$ cat config.mk
export PLATFORM = sky130hd
export DESIGN_NAME = program_loader
export DESIGN_NICKNAME = d
export VERILOG_FILES = /design/src/rtl/program_loader.sv
export SDC_FILE = /design/constraint.sdc
export NUM_CORES = 1
export LEC_CHECK = 0
export BUFFER_PORTS_ARGS = -buffer_cell sky130_fd_sc_hd__buf_2
export CORE_UTILIZATION = 50
export CTS_CLUSTER_SIZE = 40
export DETAILED_ROUTE_END_ITERATION = 6
export HOLD_SLACK_MARGIN = 0.06
export PLACE_DENSITY_LB_ADDON = 0.1
export SLEW_MARGIN = 20
export SYNTH_ARGS = -nofsm -noshare
export SYNTH_HDL_FRONTEND = slang
export SYNTH_SLANG_ARGS = --single-unit
$ cat constraint.sdc
create_clock -name clk -period 2.04 [get_ports clk]
set_clock_uncertainty 0.05 [all_clocks]
set_input_delay 0.102 -clock clk [delete_from_list [all_inputs] [get_ports clk]]
set_output_delay 0.102 -clock clk [all_outputs]
set_load 0.05 [all_outputs]
$ cat src/rtl/program_loader.sv
// Streams bytes into the shared 32-byte memory bus, then releases the CPU core and waits for halt.
// Define LOADER_CKSUM_EN to require a trailing checksum byte before the core is released.
module program_loader #(
    parameter int unsigned AWIDTH = 5,
    parameter int unsigned DWIDTH = 8,
    parameter int unsigned DEPTH  = 32
) (
    input  logic              clk,
    input  logic              rst,
    input  logic              start,
    input  logic [DWIDTH-1:0] in_data,
    input  logic              in_valid,
    input  logic              in_last,
    output logic              in_ready,
    input  logic              halt,
    output logic [AWIDTH-1:0] mem_addr,
    output logic [DWIDTH-1:0] mem_data,
    output logic              mem_data_e,
    output logic              mem_wr,
    output logic              cpu_rst,
    output logic              busy,
    output logic              done,
    output logic              error
);

    typedef enum logic [2:0] {
        StIdle,
        StLoad,
        StWrite,
`ifdef LOADER_CKSUM_EN
        StCksum,
`endif
        StRun,
        StHalted,
        StFault
    } state_e;

    localparam logic [AWIDTH-1:0] LastAddr = AWIDTH'(DEPTH - 1);

    state_e            state_q, state_d;
    logic [AWIDTH-1:0] ptr_q, ptr_d;
    logic              last_q, last_d;
    logic [AWIDTH-1:0] mem_addr_q, mem_addr_d;
    logic [DWIDTH-1:0] mem_data_q, mem_data_d;
    logic              mem_data_e_q, mem_data_e_d;
    logic              mem_wr_q, mem_wr_d;
    logic              cpu_rst_q, cpu_rst_d;
    logic              busy_q, busy_d;
    logic              done_q, done_d;
    logic              error_q, error_d;
    logic              accept;
`ifdef LOADER_CKSUM_EN
    logic [DWIDTH-1:0] sum_q, sum_d;
    logic [DWIDTH-1:0] cksum_total;
`endif

`ifdef LOADER_CKSUM_EN
    assign in_ready = (state_q == StLoad) || (state_q == StCksum);
`else
    assign in_ready = (state_q == StLoad);
`endif
    assign accept = in_valid & in_ready;

    always_comb begin
        state_d    = state_q;
        ptr_d      = ptr_q;
        last_d     = last_q;
        mem_addr_d = mem_addr_q;
        mem_data_d = mem_data_q;
`ifdef LOADER_CKSUM_EN
        sum_d       = sum_q;
        cksum_total = sum_q + in_data;
`endif
        case (state_q)
            StIdle, StHalted, StFault: begin
                if (start) begin
                    state_d = StLoad;
                    ptr_d   = '0;
`ifdef LOADER_CKSUM_EN
                    sum_d   = '0;
`endif
                end
            end
            StLoad: begin
                if (accept) begin
                    mem_data_d = in_data;
                    mem_addr_d = ptr_q;
                    last_d     = in_last;
`ifdef LOADER_CKSUM_EN
                    sum_d      = cksum_total;
`endif
                    state_d    = StWrite;
                end
            end
            StWrite: begin
                if (last_q) begin
`ifdef LOADER_CKSUM_EN
                    state_d = StCksum;
`else
                    state_d = StRun;
`endif
                end else if (ptr_q == LastAddr) begin
                    // Memory is full but the stream has not ended: never wrap.
                    state_d = StFault;
                end else begin
                    ptr_d   = ptr_q + AWIDTH'(1);
                    state_d = StLoad;
                end
            end
`ifdef LOADER_CKSUM_EN
            StCksum: begin
                if (accept) begin
                    state_d = (cksum_total == '0) ? StRun : StFault;
                end
            end
`endif
            StRun: begin
                if (halt) begin
                    state_d = StHalted;
                end
            end
            default: state_d = StIdle;
        endcase

        // Outputs are registered, decoded from the state being entered.
        mem_wr_d     = (state_d == StWrite);
        mem_data_e_d = (state_d == StWrite);
        cpu_rst_d    = (state_d == StRun) || (state_d == StHalted);
        done_d       = (state_d == StHalted);
        error_d      = (state_d == StFault);
`ifdef LOADER_CKSUM_EN
        busy_d = (state_d == StLoad) || (state_d == StWrite) || (state_d == StCksum);
`else
        busy_d = (state_d == StLoad) || (state_d == StWrite);
`endif
    end

    always_ff @(posedge clk or negedge rst) begin
        if (!rst) begin
            state_q      <= StIdle;
            ptr_q        <= '0;
            last_q       <= 1'b0;
            mem_addr_q   <= '0;
            mem_data_q   <= '0;
            mem_data_e_q <= 1'b0;
            mem_wr_q     <= 1'b0;
            cpu_rst_q    <= 1'b0;
            busy_q       <= 1'b0;
            done_q       <= 1'b0;
            error_q      <= 1'b0;
`ifdef LOADER_CKSUM_EN
            sum_q        <= '0;
`endif
        end else begin
            state_q      <= state_d;
            ptr_q        <= ptr_d;
            last_q       <= last_d;
            mem_addr_q   <= mem_addr_d;
            mem_data_q   <= mem_data_d;
            mem_data_e_q <= mem_data_e_d;
            mem_wr_q     <= mem_wr_d;
            cpu_rst_q    <= cpu_rst_d;
            busy_q       <= busy_d;
            done_q       <= done_d;
            error_q      <= error_d;
`ifdef LOADER_CKSUM_EN
            sum_q        <= sum_d;
`endif
        end
    end

    assign mem_addr   = mem_addr_q;
    assign mem_data   = mem_data_q;
    assign mem_data_e = mem_data_e_q;
    assign mem_wr     = mem_wr_q;
    assign cpu_rst    = cpu_rst_q;
    assign busy       = busy_q;
    assign done       = done_q;
    assign error      = error_q;

endmodule

After elaboration in Yosys (flattened, before gate mapping)
Cells that the tools add are included.
- flip-flop bits (word level): 27
- latch bits: 0
- RAM bits: 0
- bits in read-only memories: 0
- output and inout port bits: 20
- logic and storage cells: 43
- memories: 0
- add/subtract/negate cells: 1
- multipliers: 0
- div/mod/pow operators: 0
- order comparisons: 0
- equal/unequal tests: 14
- shifts and indexed selects: 0
- mux-type cells: 10
- bitwise logic cells: 1
- reductions and logical operators: 7
- operator list (cell ; number):
    2-to-1 mux 3 bit ; 5
    2-to-1 mux 5 bit ; 3
    == test 3 x 2 -> 1 bit, second input constant ; 4
    == test 3 bit, second input constant ; 4
    one-hot mux 3 bit (4 select lines) ; 1
    one-hot mux 5 bit (2 select lines) ; 1
    == test 3 x 1 -> 1 bit, second input constant ; 2
    != test 2 bit, second input constant ; 3
    adder 5 x 1 -> 5 bit, second input constant ; 1
    == test 5 bit, second input constant ; 1
    AND reduction 4 bit ; 1
    zero test 3 bit ; 1
    OR reduction 3 bit ; 1
    logical OR 1 bit ; 2
    AND reduction 2 bit ; 1
    nonzero test 2 bit ; 1
    AND 1 bit ; 1

Logic depth before layout (Yosys ltp)
Gate-level depths: netlist of the first run.
- word-level depth: 6
- mapped depth: 7
- mapped depth without buffers: 7

Worst setup path before layout of the first run
OpenSTA, ideal clock, no wires.
- kind: register -> output
- start: register state_q[1]
- end: output in_ready
- arrival: 1747 ps
- required time: 1888 ps
- path slack: 141 ps
- cell stages (with the launch flop): 3
- path buffers: 1
- cell sequence: dfrtp_1 > buf_6 > nor3b_1
- word-level cells in the longest chain between the ends: 1
- ends and longest elaborated chain (element ; RTL line ; RTL):
    start: declaration ; 40 ; state_e state_q, state_d;
    start signal: assignment ; 140 ; state_q <= StIdle;
    start signal: assignment ; 155 ; state_q <= state_d;
    == test 3 x 1 -> 1 bit ; 60 ; assign in_ready = (state_q == StLoad);
    end: declaration ; 14 ; output logic in_ready,
Every way passes these cells.

Worst setup path in the final report of the first run
- start: register ptr_q[0]
- end: register ptr_q[3]
- word-level cells in the longest chain between the ends: 4
- elaborated cells on any way between the ends: 7
- ends and longest elaborated chain (element ; RTL line ; RTL):
    start: declaration ; 41 ; logic [AWIDTH-1:0] ptr_q, ptr_d;
    start signal: assignment ; 156 ; ptr_q <= ptr_d;
    adder 5 x 1 -> 5 bit ; 106 ; ptr_d = ptr_q + AWIDTH'(1);
    2-to-1 mux 5 bit ; 102 ; end else if (ptr_q == LastAddr) begin
    2-to-1 mux 5 bit ; 96 ; if (last_q) begin
    one-hot mux 5 bit (2 select lines) ; 74 ; case (state_q)
Parallel ways exist; a longest one is shown, timed or not. The select of a mux whose other input is x is not followed.
A chain may end at the register's enable or synchronous reset.

==> impl_metrics.yaml, run 1 <==
clock_tree:
  cts_root_buf: "clkbuf_4"
  cts-buffers-inserted: 3
  cts_resized: 0
  cts.clk_slew.worst_paths_ns: 0.16
  clockBufferDepth: 2
  cts_num_sinks: 27
  cts_tree: "done"
  insertion_delay_ns: 0.33
  h-tree-depth: 1
global_route:
  grt_overflow_total: 0
  grt_usage: 0.214
  grt_pass1_wl_um: 4130
  grt_pass1_vias: 923
  grt_max_degree: 28
  antenna_found_initial: 0
power:
  vdd_ir_drop_max_mv: 1.25
  leakagePower_nw: 0.796
  power_density_mw_per_mm2: 1550
  power_mw: 2.47
critical_path:
  path_class: "reg -> reg"
  crit_family: "simple AND/OR/NAND/NOR gates"
  crit_buf_inv: 0
  crit_slowest_cell: "dfrtp_1"
  timing.critical_path.mode_cell: "ha_1"
  crit_path_end_kind: "flop"
  crit_required_ns: 2.21
  cp_slowest_stage_delay_ns: 0.45
  worstPathCellList: "ha_1 > and3_1 > ha_1 > nor2_1 > and4_4 > nor2_2 > a211o_1"
  worst-path-max-fanout: 5
  start_kind: "flop"
  cp.arrival_ns: 2.13
routing:
  dr.pass1.iters: 3
  drt_iter0_markers: 12
  route.vias.total: 913
  drc: 0
  wirelength_um: 2510
  antenna_left: 0
  detail_route.wl_per_cell_um: 14.9
  vias_per_cell: 5.43
placement:
  dp_hpwl_um: 1660
  port_buffers: 33
  dp_cells: 153
  place_congestion: 0.796
min_path:
  hold_path_class: "in -> reg"
floorplan:
  initial_core_util: 0.553
  die_h_um: 52.4
  core_mm2: 0.00230
  die_area_mm2: 0.00275
  die_w_um: 52.4
  io_pins: 34
  num_rows: 17
cells_and_area:
  final_cell_mix: "buf_2, dfrtp_1, dlygate4sd3_1, mux2_1, mux2_2"
  antenna_cells: 0
  final_util: 0.694
  fin_cells: 168
  final_nets: 157
  area_growth_pct: 25.4
  final_common_cell: "buf_2"
  final_layout_size_suffix_gt1_frac: 0.407
logic_synthesis:
  yosysSeqAreaShare: 0.531
  syn_inst: 96
  synth_seq_cells: 27
  syn_nets: 112
  avgSynthCellArea_um2: 13.2
  yosysWarnings: 0
  synth_edf_count: 0
  synthFlopType: "dfrtp_1"
  synth_area_mm2: 0.00127
  synthTopCellsByArea: "dfrtp_1, mux2_1, mux2_2"
  synth_top_cell_by_area: "dfrtp_1"
  yosysUniqueCellTypes: 35
  postSynth.asyncResetShare: 1.00
  yosysTopAreaCellShare: 0.531
sta:
  worst_pin_slew_ns: 0.630
  max_freq_mhz: 510
  rsz0062_at_grt: "no"
  slew_viol_final: 0
  holdWs_ns: 0.0830
  fin_tns_setup_ns: 0
  finalSetupViolCount: 0
  period_share: 0.962
  slew_headroom: 0.580
  hold_viol_final: 0
  period_minus_slack_ns: 1.96
status:
  outcome: "finished clean"
flow_run:
  max_cap_viol_count: 0
## synth_stat cells, types with 3 or more instances
master / instances
dfrtp_1: 27
nand2_1: 4
mux2_2: 7
nor2b_1: 4
and3_1: 3
buf_6: 4
mux2i_1: 4
inv_1: 4
mux2_1: 7
## stage by stage
stage / setup WS, ns / instance area [um2]
floorplan: 0.141 / 1270
global route: 0.00169 / 1590
detailed placement: 0.120 / 1450
finish: 0.0776 / 1590
CTS: 0.0835 / 1590
global placement: 0.188 / 1450
## per-layer routing
layer / track usage / routed length, um
met5: 0 / 0
met2: 0.340 / 1220
met4: 0.105 / 44
met3: 0.0377 / 87
met1: 0.281 / 1150
## worst paths after layout
| check | startpoint | to | cells past startpoint | slack (ns) |
|---|---|---|---|---|
| setup / recovery | ptr_q[0] | ptr_q[3] | 7 | 0.08 |
| hold reg to reg | mem_addr[1] | mem_addr[1] | 1 | 0.45 |
| max in group asynchronous | rst | ptr_q[1] | 2 | 1.31 |
| min in group asynchronous | rst | mem_data[0] | 2 | 0.23 |
| hold / removal | in_valid | state_q[1] | 5 | 0.08 |
| setup reg to reg | ptr_q[0] | ptr_q[3] | 7 | 0.08 |
## worst register-to-register path: cells and delay by family (launching register included)
| kind | cells | cell delay, ns |
|---|---|---|
| and+or+nand+nor | 4 | 0.61 |
| DFF | 1 | 0.45 |
| adders and majority gates | 2 | 0.45 |
| AOI/OAI and AO/OA | 1 | 0.29 |
## cells by family after synthesis
kind of cell	share of synthesized area
DFF	0.531
and+or+nand+nor	0.134
adders and majority gates	0.0197
muxes	0.156
AOI/OAI and AO/OA	0.0974
buffers and inverters	0.0620
## layout make-up
class	instances	area [um2]
multi-input combinational	58	532
fill	166	703
sequential	27	676
tap	28	35.0
clock inverter	1	7.51
inverter	5	18.8
clock buffer	3	22.5
timing repair buffer	46	303
## registers in the layout (all words and copies together) (netlist names), 3 cells and up
name / count
ptr_q: 5
state_q: 3
mem_addr: 5
mem_data: 8
## report_power, final
group / switching, mW / internal (mW) / leakage, nW
registers: 0.184 / 0.715 / 0.346
clock network: 0.162 / 0.0750 / 0.0139
logic: 0.879 / 0.453 / 0.436
## what timing repair did
action | in CTS | in global routing
setup buffers | 0 | 0
hold buffers | 11 | 0
hold endpoints to repair | 37 | 0
No activity file was read; power rests on OpenSTA's default activity.
==> inputs of run 2 (changes only) <==
- ABC_AREA: not set -> 1
==> run 2 against run 1 <==
Critical path depth is 4 higher. Clock power down 7%. Wire length shrank 7.4%. Critical endpoint is now busy. Non-clock buffer count is 3 lower. Critical path type unchanged. Largest cell class unchanged.
==> impl_metrics.yaml, run 2 <==
status:
  outcome: "finished clean"
logic_synthesis:
  syn_inst: 150
  yosysUniqueCellTypes: 18
  synth_edf_count: 0
  yosysWarnings: 0
  yosysSeqAreaShare: 0.545
  synthTopCellsByArea: "dfrtp_1, nand2_1, nand3_1"
  avgSynthCellArea_um2: 8.27
  synth_top_cell_by_area: "dfrtp_1"
  synth_area_mm2: 0.00124
  syn_nets: 166
  synth_seq_cells: 27
  synthTopCellsByCount: "nand2_1, dfrtp_1, nand3_1, nor2_1, inv_1"
  yosysTopAreaCellShare: 0.545
  synthFlopType: "dfrtp_1"
  yosysMostFrequentCell: "nand2_1"
  postSynth.asyncResetShare: 1.00
clock_tree:
  cts_root_buf: "clkbuf_4"
  clockBufferDepth: 2
  cts.clk_slew.worst_paths_ns: 0.14
  h-tree-depth: 1
  cts_resized: 0
  insertion_delay_ns: 0.31
  cts_num_sinks: 27
  cts-buffers-inserted: 3
  cts_tree: "done"
critical_path:
  worstPathCellList: "ha_1 > nand2_1 > nor2_1 > ha_1 > inv_1 > nor2_1 > nand3_1 > nand2_1 > nor2_1 > nand3_1 > nand2_1"
  worstSetupStartpoint: "ptr_q[0]"
  worst-path-max-fanout: 6
  crit_path_end_kind: "flop"
  crit_family: "simple AND/OR/NAND/NOR gates"
  path_class: "reg -> reg"
  cp_slowest_stage_delay_ns: 0.46
  start_kind: "flop"
  reg2regPathDepth: 11
  cp.arrival_ns: 1.98
  crit_buf_inv: 1
  critical_path_depth: 11
  crit_required_ns: 2.25
  regToRegStartpoint: "ptr_q[0]"
  crit_slowest_cell: "dfrtp_1"
min_path:
  holdPathStages: 5
  hold_start: "halt"
  hold_path_class: "in -> reg"
sta:
  slew_viol_final: 0
  rsz0062_at_grt: "no"
  hold_viol_final: 0
  period_share: 0.870
  fin_ws_ns: 0.266
  worst_pin_slew_ns: 0.576
  max_freq_mhz: 564
  finalSetupViolCount: 0
  slew_headroom: 0.616
  holdWs_ns: 0.0937
  fin_tns_setup_ns: 0
  period_minus_slack_ns: 1.77
global_route:
  grt_max_degree: 28
  grt_pass1_vias: 883
  grt_usage: 0.183
  grt_pass1_wl_um: 3580
  antenna_found_initial: 0
  grt_overflow_total: 0
placement:
  dp_slack_ns: 0.300
  dp_hpwl_um: 1590
  dp_cells: 208
  port_buffers: 33
  place_congestion: 0.883
  dpl-instance-area_mm2: 0.00141
power:
  switching_share: 0.531
  pwr-share-comb: 0.551
  vdd_ir_drop_max_mv: 1.08
  power_switching_mw: 1.19
  seq_power_share: 0.351
  power.internal_mw: 1.05
  pwr-share-clk: 0.098
  leakagePower_nw: 0.905
  power_mw: 2.24
  power_density_mw_per_mm2: 1450
floorplan:
  die_area_mm2: 0.00268
  core_mm2: 0.00228
  die_h_um: 51.8
  die_w_um: 51.8
  num_rows: 17
  initial_core_util: 0.545
  io_pins: 34
routing:
  dr.pass1.iters: 4
  route.vias.total: 1053
  antenna_left: 0
  drc: 0
  wirelength_um: 2320
  drt_iter0_markers: 9
  detail_route.wl_per_cell_um: 10.5
  vias_per_cell: 4.74
cells_and_area:
  design_area_mm2: 0.00154
  final_util: 0.677
  final_nets: 211
  area_growth_pct: 24.2
  nFillCells: 188
  antenna_cells: 0
  fin_cells: 222
  largest_register_ffs: 8
  final_common_cell: "nand2_1"
  final_layout_size_suffix_gt1_frac: 0.242
  final_cell_mix: "nand2_1, buf_2, dfrtp_1, nor2_1, nand3_1"
flow_run:
  max_cap_viol_count: 0
==> run 2: cell count changes in the layout (fill, tap and decap cells not counted), sizes merged, moves of 2 or more <==
cell / delta
nand2: +64
mux2: -14
nor2: +14
nand3: +12
inv: +10
a21oi: -4
mux2i: -4
nor2b: -4
and3: -3
nor3: -3
buf: -2
o21ai: +2
==> run 2: repair_timing <==
item | in CTS | in global routing
hold buffers | 10 | 0
setup endpoints to repair | 0 | 0
buffers inserted | 0 | 0
hold endpoints to repair | 36 | 0
==> run 2: path summary, 6_finish.rpt <==
check / to / slack, ns
setup / recovery: busy / 0.27
hold / removal: state_q[2] / 0.09
min in group asynchronous: mem_data[3] / 0.25
setup reg to reg: busy / 0.27
max in group asynchronous: state_q[1] / 1.31
hold reg to reg: mem_data[6] / 0.43
==> run 2: worst min-delay path: stages <==
cell     delay [ns]
buf_2          0.09
nand2_1        0.05
nand2_1        0.06
nor2_1         0.07
inv_1          0.06
==> run 2: area by class of cell <==
class | instances | area, um2 | area share
clock buffers | 4 | 26.3 | 0.0171
inverters | 15 | 56.3 | 0.0366
multi-input cells | 105 | 482 | 0.313
flip-flops and latches | 27 | 676 | 0.439
well taps | 28 | 35.0 | 0.0227
repair buffers | 43 | 265 | 0.172
==> run 2: logic make-up (layout without fill, tap and decap cells) <==
kind of cell,after synthesis,count (layout),share of synthesized area
adders and majority gates,2,2,0.0202
buffers and inverters,18,62,0.0666
and+or+nand+nor,99,99,0.341
AOI/OAI and AO/OA,4,4,0.0272
DFF,27,27,0.545
==> run 2: power groups by stage <==
stage	Sequential [mW]	Clock [mW]	Combinational (mW)
floorplan	1.21	0	0.567
global placement	0.785	0	1.21
detailed placement	0.791	0	1.23
CTS	0.781	0.236	1.24
global route	0.799	0.247	1.34
finish	0.785	0.220	1.23
==> run 2: metal layers <==
layer  routed length [um]  vias up  global-route usage
met5                    0        -                   0
met4                    9        0              0.0811
met3                   87        2              0.0263
met2                 1050       29               0.297
met1                 1170      475               0.245
li1                     -      547                   -
==> inputs of run 3 (changes only) <==
- GPL_TIMING_DRIVEN: not set -> 0
==> run 3 against run 2 <==
Register-to-register slack got worse by 0.10 ns. Clock power increased by 3%. Sequential power about the same. Final area increased by 1.7%. Core utilization increased by 1.2 points. Via count increased by 1.6%. Global-route usage increased by 3.5 points. Cell count increased by 1.4%. Hold slack improved by 0.0058 ns. First-iteration DRC count increased by 78%.
==> impl_metrics.yaml, run 3 (synthesis results as in run 2) <==
global_route:
  grt_usage: 0.219
  antenna_found_initial: 0
  grt_max_degree: 28
  grt_pass1_wl_um: 4280
  grt_overflow_total: 0
  grt_pass1_vias: 1025
power:
  vdd_ir_drop_max_mv: 1.03
  power_density_mw_per_mm2: 1460
  leakagePower_nw: 0.921
sta:
  slew_headroom: 0.609
  slew_viol_final: 0
  fin_ws_ns: 0.161
  period_share: 0.921
  rsz0062_at_grt: "no"
  holdWs_ns: 0.0995
  worst_pin_slew_ns: 0.587
  max_freq_mhz: 532
  fin_tns_setup_ns: 0
  finalSetupViolCount: 0
  hold_viol_final: 0
  period_minus_slack_ns: 1.88
critical_path:
  crit_required_ns: 2.25
  start_kind: "flop"
  path_class: "reg -> reg"
  worst-path-max-fanout: 6
  cp.arrival_ns: 2.09
  crit_path_end_kind: "flop"
routing:
  route.vias.total: 1070
  antenna_left: 0
  drt_iter0_markers: 16
  vias_per_cell: 4.76
  drc: 0
  detail_route.wl_per_cell_um: 11.3
  wirelength_um: 2550
  dr.pass1.iters: 4
floorplan:
  die_h_um: 51.8
  die_w_um: 51.8
  core_mm2: 0.00228
  initial_core_util: 0.545
  io_pins: 34
  die_area_mm2: 0.00268
  num_rows: 17
clock_tree:
  h-tree-depth: 1
  cts_setup_buffers: 0
  hold_buffers: 10
  cts_num_sinks: 27
  cts_resized: 0
  cts-buffers-inserted: 3
  cts.clk_slew.worst_paths_ns: 0.15
  clockBufferDepth: 2
  cts_root_buf: "clkbuf_4"
  cts_tree: "done"
  insertion_delay_ns: 0.32
placement:
  place_congestion: 0.832
  port_buffers: 33
  dp_slack_ns: 0.228
  dp_hpwl_um: 1760
min_path:
  hold_path_class: "in -> reg"
cells_and_area:
  largest_register_ffs: 8
  final_cell_mix: "nand2_1, buf_2, dfrtp_1, nor2_1, nand3_1"
  multi_input_area_um2: 482
  final_common_cell: "nand2_1"
  final_layout_size_suffix_gt1_frac: 0.254
  antenna_cells: 0
  area_growth_pct: 26.3
  final_nets: 214
  ff_latch_area_um2: 676
  nFillCells: 206
flow_run:
  max_cap_viol_count: 0
status:
  outcome: "finished clean"
## run 3: layout make-up
| type | count | share of cell area |
|---|---|---|
| inverter | 15 | 0.0359 |
| buffer | 3 | 0.0168 |
| sequential | 27 | 0.431 |
| multi-input combinational | 105 | 0.308 |
| tap | 28 | 0.0224 |
| clock buffer | 4 | 0.0168 |
| timing repair buffer | 43 | 0.169 |
## run 3: power breakdown
group          internal [mW]  leakage, nW  switching, mW  total, mW
Combinational          0.309        0.551          0.971       1.28
Clock                 0.0764       0.0150          0.151      0.227
Sequential             0.694        0.355         0.0923      0.787
## run 3: critical path: stages, from the launching register on
cell and delay (ns):
dfrtp_1 0.46, ha_1 0.24, nand2_1 0.08, nor2_1 0.05
ha_1 0.23, inv_1 0.08, nor2_1 0.04, nand3_1 0.08
nand2_1 0.05, nor2_1 0.27, nand3_1 0.11, nand2_1 0.08
## run 3: stage by stage
stage	utilization	total power, mW	cells	cell area [um2]
finish	0.688	2.29	225	1570
global route	0.688	2.45	225	1570
CTS	0.688	2.30	225	1570
detailed placement	0.633	2.06	211	1440
global placement	0.633	2.03	211	1440
floorplan	-	1.78	150	1240
## run 3: metal layers
metal,vias to the layer above,track usage,routed length (um)
met4,0,0.0721,15
met3,2,0.0263,90
met2,23,0.385,1270
met1,492,0.278,1170
met5,-,0,0
li1,553,-,-
## run 3: worst paths after layout
kind,to,from,slack (ns),cells after the start
setup / recovery,busy,ptr_q[0],0.16,11
hold / removal,state_q[2],halt,0.1,5
setup reg to reg,busy,ptr_q[0],0.16,11
hold reg to reg,mem_data[1],mem_data[1],0.44,2
max in group asynchronous,state_q[0],rst,1.31,2
min in group asynchronous,mem_data[1],rst,0.24,2
